### src/rtl/grf_mp_scoreboard.sv
// grf_mp_scoreboard
// Multi-port general register file with two write ports, same-cycle
// write->read bypass, a per-register pending scoreboard for the hazard unit,
// and a committed-write counter. Entry 0 reads as zero and is never written.

module grf_mp_scoreboard #(
  parameter int DATA_W = 32,
  parameter int ADDR_W = 5,
  parameter int NUM_RD = 2
) (
  input  logic                     clk,
  input  logic                     reset,
  // W0: memory/ALU writeback
  input  logic                     we0,
  input  logic [ADDR_W-1:0]        wa0,
  input  logic [DATA_W-1:0]        wd0,
  // W1: mult/div or late writeback, wins a same-address collision with W0
  input  logic                     we1,
  input  logic [ADDR_W-1:0]        wa1,
  input  logic [DATA_W-1:0]        wd1,
  // Read ports, flattened; port k occupies slice k
  input  logic [NUM_RD*ADDR_W-1:0] ra,
  output logic [NUM_RD*DATA_W-1:0] rd,
  output logic [NUM_RD-1:0]        busy,
  // Issue of an instruction that will later write issue_addr
  input  logic                     issue_en,
  input  logic [ADDR_W-1:0]        issue_addr,
  output logic [(2**ADDR_W)-1:0]   pend_vec,
  output logic [31:0]              wr_count
);

  localparam int DEPTH = 2**ADDR_W;

  logic [DATA_W-1:0] mem_q [DEPTH];
  logic [DATA_W-1:0] mem_d [DEPTH];
  logic [DEPTH-1:0]  pend_q, pend_d;
  logic [31:0]       wr_count_q, wr_count_d;

  // Accepted writes: address 0 is discarded, and W0 is dropped when W1
  // targets the same register in the same cycle.
  logic w1_ok, w0_ok;

  // Qualify the two write ports against address 0 and against each other
  always_comb begin
    w1_ok = we1 && (wa1 != '0);
    w0_ok = we0 && (wa0 != '0) && !(w1_ok && (wa1 == wa0));
  end

  // Next array contents: W1 is applied after W0 so it wins a collision
  always_comb begin
    // NOTE: every always_comb output starts from a full default so no path
    // leaves it unassigned; blocking '=' is correct here because later
    // statements deliberately override earlier ones within the same pass.
    mem_d = mem_q;
    if (w0_ok) mem_d[wa0] = wd0;
    if (w1_ok) mem_d[wa1] = wd1;
    mem_d[0] = '0;
  end

  // Next scoreboard: clears first, then the issue set, so a new producer
  // issued in the same cycle as an older one retires keeps the bit set
  always_comb begin
    pend_d = pend_q;
    if (we0)      pend_d[wa0]        = 1'b0;
    if (we1)      pend_d[wa1]        = 1'b0;
    if (issue_en) pend_d[issue_addr] = 1'b1;
    pend_d[0] = 1'b0;
  end

  // Next write count: add the number of accepted writes, wrapping freely
  always_comb begin
    wr_count_d = wr_count_q + {31'd0, w0_ok} + {31'd0, w1_ok};
  end

  // State update; synchronous reset clears everything and discards the
  // writes and issues presented in the same cycle
  always_ff @(posedge clk) begin
    if (reset) begin
      // NOTE: the register array itself is reset because software relies on
      // every register reading zero after reset; this costs a reset on each
      // flop, so it cannot be mapped to a RAM macro.
      for (int i = 0; i < DEPTH; i++) begin
        mem_q[i] <= '0;
      end
      pend_q     <= '0;
      wr_count_q <= '0;
    end else begin
      // NOTE: sequential state uses non-blocking '<=' so every flop samples
      // values from before the edge, independent of statement order.
      mem_q      <= mem_d;
      pend_q     <= pend_d;
      wr_count_q <= wr_count_d;
    end
  end

  assign pend_vec = pend_q;
  assign wr_count = wr_count_q;

  // Read ports: combinational, bypassing same-cycle writes (W1 over W0),
  // zero for address 0, and no bypass while reset is asserted
  for (genvar k = 0; k < NUM_RD; k++) begin : g_rd
    logic [ADDR_W-1:0] ra_k;
    logic              nz;
    logic              hit0;
    logic              hit1;

    assign ra_k = ra[k*ADDR_W +: ADDR_W];
    assign nz   = (ra_k != '0);
    assign hit1 = !reset && we1 && (wa1 == ra_k) && nz;
    assign hit0 = !reset && we0 && (wa0 == ra_k) && nz;

    assign rd[k*DATA_W +: DATA_W] = !nz  ? '0  :
                                    hit1 ? wd1 :
                                    hit0 ? wd0 :
                                           mem_q[ra_k];

    // A pending operand stops being a hazard the cycle its value is bypassed
    assign busy[k] = nz && pend_q[ra_k] && !(hit0 || hit1);
  end

endmodule

### config.mk
export PLATFORM = sky130hd
export DESIGN_NAME = grf_mp_scoreboard
export DESIGN_NICKNAME = d
export VERILOG_FILES = /design/src/rtl/grf_mp_scoreboard.sv
export SDC_FILE = /design/constraint.sdc
export NUM_CORES = 2
export LEC_CHECK = 0
export BUFFER_PORTS_ARGS = -buffer_cell sky130_fd_sc_hd__buf_2
export CAP_MARGIN = 20
export CORE_UTILIZATION = 50
export CTS_CLUSTER_DIAMETER = 50
export DETAILED_ROUTE_END_ITERATION = 10
export PLACE_DENSITY = 0.66
export SYNTH_ARGS = -nofsm -noshare
export SYNTH_HDL_FRONTEND = slang
export SYNTH_SLANG_ARGS = --single-unit
### constraint.sdc
create_clock -name clk -period 3.6 [get_ports clk]
set_input_delay 0.54 -clock clk [delete_from_list [all_inputs] [get_ports clk]]
set_output_delay 0.54 -clock clk [all_outputs]
set_load 0.01 [all_outputs]
# ---- Yosys cells after proc, flatten, opt, wreduce, memory -nomap -nowiden
# Index checks and enable logic that the tools add are counted.
dict set report op_classes {
  addsub 2
  magnitude_cmp 14
  eq_ne 5
  muxes 33
  n_bitwise 9
  reduce_logical 33
}
# op count
set op_table {}
lappend op_table {{1024-bit bitwise mux} 2}
lappend op_table {{1024-bit two-way mux} 1}
lappend op_table {{992-bit two-way mux} 1}
lappend op_table {{32-bit two-way mux} 15}
lappend op_table {{32-bit binary-select mux with 5-bit select} 2}
lappend op_table {{32-bit demux with 5-bit select} 2}
lappend op_table {{32-bit by 1-bit adder with 32-bit output} 2}
lappend op_table {{32-bit bitwise AND} 2}
lappend op_table {{32-bit NOT} 2}
lappend op_table {{32-bit bitwise OR} 1}
lappend op_table {{5-bit by 6-bit less-than comparator with 1-bit output, second input constant} 5}
lappend op_table {{5-bit == test} 5}
lappend op_table {{6-bit greater-or-equal comparator, second input constant} 4}
lappend op_table {{5-bit NOT with 6-bit output} 4}
lappend op_table {{1-bit logical AND} 23}
lappend op_table {{5-bit nonzero test} 4}
lappend op_table {{1-bit demux with 5-bit select} 3}
lappend op_table {{5-bit by 1-bit greater-or-equal comparator with 1-bit output, second input constant} 3}
lappend op_table {{6-bit by 1-bit less-than comparator with 1-bit output, second input constant} 2}
lappend op_table {{1-bit binary-select mux with 5-bit select} 2}
lappend op_table {{1-bit two-way mux} 5}
lappend op_table {{1-bit logical NOT} 4}
lappend op_table {{1-bit logical OR} 2}
dict set report word_totals {
  reg_bits 1088
  input_bits 94
  elab_cells 131
}

# ---- Longest topological paths before layout
dict set report depth {
  depth_word 11
  depth_mapped 13
  ltp_nobuf 11
}

# ---- Worst setup path after synthesis
# Ideal clock, no wire load.
dict set report synth_timing {
  kind {input to register}
  start {input port wa1[4]}
  end {register wr_count_q[30], in the netlist wr_count[30]}
  setup_ps 128
  arrival_ps 3058
  path_slack_ps 414
  path_stages 12
  n_path_buf 1
  path_cell_list {or3_1 o31ai_4 or3_1 buf_2 o311a_1 fa_1 ha_1 nand3_1 nor4_1 nand3_1 xor2_1 nor2_1}
}
dict set report synth_between {
  elab_chain_len 7
  word_cells_on_any_way 8
  classes_between {add/sub: 2; eq/ne: 1; reduce/logical: 5}
}
# element line
set synth_lines {}
lappend synth_lines {{start, declared} 19} ;# input logic [ADDR_W-1:0] wa1,
lappend synth_lines {{5-bit nonzero test} 45} ;# w1_ok = we1 && (wa1 != '0);
lappend synth_lines {{1-bit logical AND} 45}
lappend synth_lines {{1-bit logical AND} 46} ;# w0_ok = we0 && (wa0 != '0) && !(w1_ok && (wa1 == wa0));
lappend synth_lines {{1-bit logical NOT} 46}
lappend synth_lines {{1-bit logical AND} 46}
lappend synth_lines {{32-bit by 1-bit adder with 32-bit output} 72} ;# wr_count_d = wr_count_q + {31'd0, w0_ok} + {31'd0, w1_ok};
lappend synth_lines {{32-bit by 1-bit adder with 32-bit output (*)} 72}
lappend synth_lines {{end signal, assigned} 92} ;# wr_count_q <= wr_count_d;
lappend synth_lines {{end, declared} 37} ;# logic [31:0] wr_count_q, wr_count_d;
# Mark *: on every way between the ends. The rest lies on a longest branch, timed or not.
# A chain may end at the register's enable or synchronous reset.

# ---- Final worst setup path
dict set report layout_timing {
  start {input port ra[6]}
  end {output port busy[1]}
}
dict set report layout_between {
  elab_chain_len 6
  word_cells_on_any_way 13
  classes_between {eq/ne: 2; mux: 2; reduce/logical: 9}
}
# element line
set layout_lines {}
lappend layout_lines {{start, declared} 22} ;# input logic [NUM_RD*ADDR_W-1:0] ra,
lappend layout_lines {{branches (longest 5 deep; another with 1-bit binary-select mux with 5-bit select)} n/a}
lappend layout_lines {{1-bit logical AND (*)} 118} ;# assign busy[k] = nz && pend_q[ra_k] && !(hit0 || hit1);
lappend layout_lines {{end, declared} 24} ;# output logic [NUM_RD-1:0] busy,
# Every way passes the cells marked *. The select of a mux whose other input is x is not followed.

==> run summary <==
Top FF cell, synth: dfxtp_1
Dpl hpwl: 190 mm
Synthesized area: 0.0645 sq mm
Routed Antenna Nets: 0
Initial antenna violation count: 23
# setup viols final: 3
Hold Vio Cnt, Final: 0
Clk sinks: 1,055
Startpoint type of the worst setup path: input pin
Max IR drop VDD: 0.434 mV
Number of synthesis warnings: 0
Setup WS post-layout: -0.0348 ns
Post-synthesis xor/xnor area fraction: 0.719%
Worst-Skew Late Latency: 0.79 ns
Pleak: 25.1 nW
First-pass GRT wire length: 438 mm
Met2 usage: 61.2%
Skew final: 0.0281 ns
Worst R2R Start: wr_count[0]
Drt via density: 7.33
Syn Inst Count: 7,583
Post-synth cell types: 62
CTS tree: yes
Fin crit share: 101%
Sw Pwr: 8.93 mW
Internal power: 22.0 mW
Mux share of post-synthesis cell area: 22.5%
Min Clock Period, post-route: 3.63 ns
Die Y-Extent: 361 um
CP max stage cell: a211oi_1
Critical path data required time: 3.06 ns
CTS max path bufs: 3
Slew @ Worst Pin: 1.29 ns
Sequential cell area fraction in the yosys report: 32.7%
Min-delay src: wd0[13]
Max Transition Viols Final: 0
Starting DRT DRC Count: 10,900
Async S/R FF share, synth: 0%
Met1 Usage GRT: 57.4%
Grt met3 use: 17.9%
Net Sw Frac: 28.9%
Multi-input logic area: 0.0395 sq mm
Seq pwr share: 39.1%
Final instance area: 0.0734 sq mm
Worst Path Arrival: 3.09 ns
Vias in the first global route: 62,600
Busiest grt layer: met2
H-tree Lvls: 4
# rows: 131
Register bit total from synthesis: 1,055
CP max FO: 34
Path type of the worst min-delay path: in -> reg
Sequential Area: 0.0211 sq mm
Critical Path End Type: output pin
Syn_area_per_cell: 8.51 sq um
Post-CTS Setup Inserts: 0
Total of max-cap violations: 0
Layout Nets: 7,473
Buffers on Ports: 222
Die footprint: 0.130 sq mm
Die Wd: 361 um
Vias: 67,300
Critical path origin: ra[6]
Status: complete, but fails checks
CTS buffer count: 146
Ports: 224
Pre-Repair DR Iteration Count: 9
Largest family of logic cells by synthesized area: multiplexers
Delay of the slowest cell on the worst path: 0.60 ns
Violated checks: setup timing
Core region area: 0.128 sq mm
Area Overhead vs Synth: 13.8%
Fillers: 11,300
Critical path class: in -> out
Relative slew slack: 13.9%
GRT Overall Usage: 45.5%
Placed Cells: 8,890
Cell Pwr Density: 421 mW/mm^2
# DRC: 0
Clock slew at reported path FFs: 0.06 ns
RSZ-0062 raised after global routing: false
Post-DP Area: 0.0683 sq mm
Root buf cell: clkbuf_16
Adder-cell share of the synthesized area: 0.0504%
Global route overflow: 0
Number of synthesized flops with an enable pin: 0
Non-filler cells in the finished layout: 9,176
Fmax achieved: 0.275 GHz
Largest net degree at the start of global routing: 196
Compound-Gate Fraction of Synth Area: 18.6%
Share of layout cells above drive strength 1: 19.3%
Placer Congestion: 1.01
DRT Wirelength: 306 mm
# hold bufs at CTS: 0
Average routed wire per standard cell: 33.4 um
Crit-path cells: buf_8 -> buf_12 -> buf_4 -> mux4_2 -> and2_1 -> a211oi_1 -> a21oi_1 -> mux2i_1 -> nor2_1 -> buf_2
Utilization after layout: 57.4%
Clock network fraction of design power: 48.8%
Syn_nets: 7,679
Initial Util: 50.5%
Combinational fraction of design power: 12.1%
Simple-gate share of the synthesized area: 18.6%
[per-layer routing]
metal / routed length [um] / vias up / part of all wire, %
met4: 28800 / 14 / 9.4
met2: 119000 / 6126 / 39
met1: 106000 / 32100 / 35
met3: 52000 / 1645 / 17
li1: - / 27400 / -
met5: 211 / - / 0.069
[cells in the final DEF (no fill, tap or decap), drive strengths merged, types with 12 or more instances in the layout]
cell type  instances
a22oi             93
o21ai             47
a221oi            66
a2111oi           14
a32oi             31
a21oi             84
o211ai            32
mux2              53
nor2            1178
clkinv            33
nor3b             12
mux4             366
a22o              26
a211oi           328
nor3              34
dfxtp           1055
xor2              35
a31oi             19
mux2i            565
bufinv            12
nand4             22
xnor2             18
a311oi           672
a221o             24
nand2           1558
clkbuf           188
buf              650
nand3             99
and2              12
diode             20
inv               26
o22a              18
nor4              23
o22ai             16
[power by group through the flow]
stage	Combinational, mW	Clock (mW)	Sequential [mW]
after floorplan	2.10	0	12.3
after global placement	3.49	0	12.3
after detailed placement	3.53	0	12.3
after CTS	3.54	15.0	12.1
after global routing	3.78	15.6	12.1
final	3.74	15.1	12.1
[state kept, by name, indices dropped and copies added (netlist names)]
name / cells
mem_q: 992
pend_vec: 31
wr_count: 32
[cell usage after synthesis (3+ instances only)]
library cell / count / share of area [%]
a2111oi_2: 14 / 0.33
a211oi_1: 328 / 3.8
a21oi_1: 84 / 0.65
a221o_1: 24 / 0.37
a221oi_1: 66 / 0.90
a22o_1: 26 / 0.35
a22oi_1: 93 / 1.1
a311oi_1: 672 / 9.1
a31oi_1: 19 / 0.18
a32oi_1: 31 / 0.42
and2_1: 12 / 0.12
and3_1: 11 / 0.11
and3b_1: 7 / 0.095
and4_1: 5 / 0.068
buf_1: 48 / 0.28
buf_2: 226 / 1.8
buf_4: 19 / 0.22
buf_6: 31 / 0.54
clkbuf_1: 680 / 4.0
dfxtp_1: 1055 / 33
inv_1: 4 / 0.023
mux2_2: 53 / 0.93
mux2i_1: 565 / 8.8
mux4_2: 366 / 13
nand2_1: 1556 / 9.1
nand2b_1: 7 / 0.068
nand3_1: 98 / 0.76
nand4_1: 20 / 0.19
nor2_1: 1146 / 6.7
nor2_2: 23 / 0.22
nor2_8: 9 / 0.28
nor2b_1: 10 / 0.097
nor3_1: 33 / 0.26
nor3b_1: 11 / 0.13
nor4_1: 23 / 0.22
o211ai_1: 32 / 0.37
o21ai_0: 47 / 0.36
o22a_1: 18 / 0.24
o22ai_1: 16 / 0.16
o2bb2ai_1: 11 / 0.15
or2_2: 3 / 0.029
or3_1: 6 / 0.058
xnor2_1: 18 / 0.24
xor2_1: 35 / 0.48
[per-stage QoR]
step	TNS, ns	hold slack (ns)	power, mW	worst slack [ns]
CTS	0	0.0459	30.6	0.0340
global route	0	0.0625	31.5	0.000425
finish	-0.0519	0.0626	30.9	-0.0348
global placement	-0.0539	0.474	15.8	-0.0539
detailed placement	-0.0918	0.484	15.9	-0.0918
floorplan	0	0.462	14.4	0.414
[repair_timing]
item / 4_1_cts / 5_1_grt
pin swaps: 0 / 1
setup endpoints to repair: 1 / 20
resized for setup: 2 / 14
[worst max-delay path: cells and delay by family]
kind / cells / cell delay [ns]
and+or+nand+nor: 2 / 0.29
muxes: 2 / 0.55
AOI/OAI and AO/OA: 2 / 0.69
buffers and inverters: 4 / 0.94
[cell type report]
cell class	instances	area share [%]
timing repair buffer	650	7.69
inverter	4	0.0204
multi-input combinational	5520	53.8
clock inverter	77	1.33
sequential	1055	28.8
antenna	20	0.0682
clock buffer	188	5.45
tap	1662	2.83
[final timing paths]
path	to	slack, ns	depth (start not counted)
setup / recovery	busy[1]	-0.03	10
hold / removal	mem_q[749]	0.06	3
setup reg to reg	wr_count[26]	1.46	7
hold reg to reg	mem_q[637]	0.49	2
[cell families (layout without fill, tap and decap cells)]
logic type / after synthesis / count (layout)
simple gates: 2994 / 2994
compound gates: 1486 / 1486
flops: 1055 / 1055
buf+inv: 1008 / 919
mux: 984 / 984
xor+xnor: 53 / 53
fa+ha+maj: 2 / 2
other cells: 1 / 21
(Power assumes the default switching activity.)
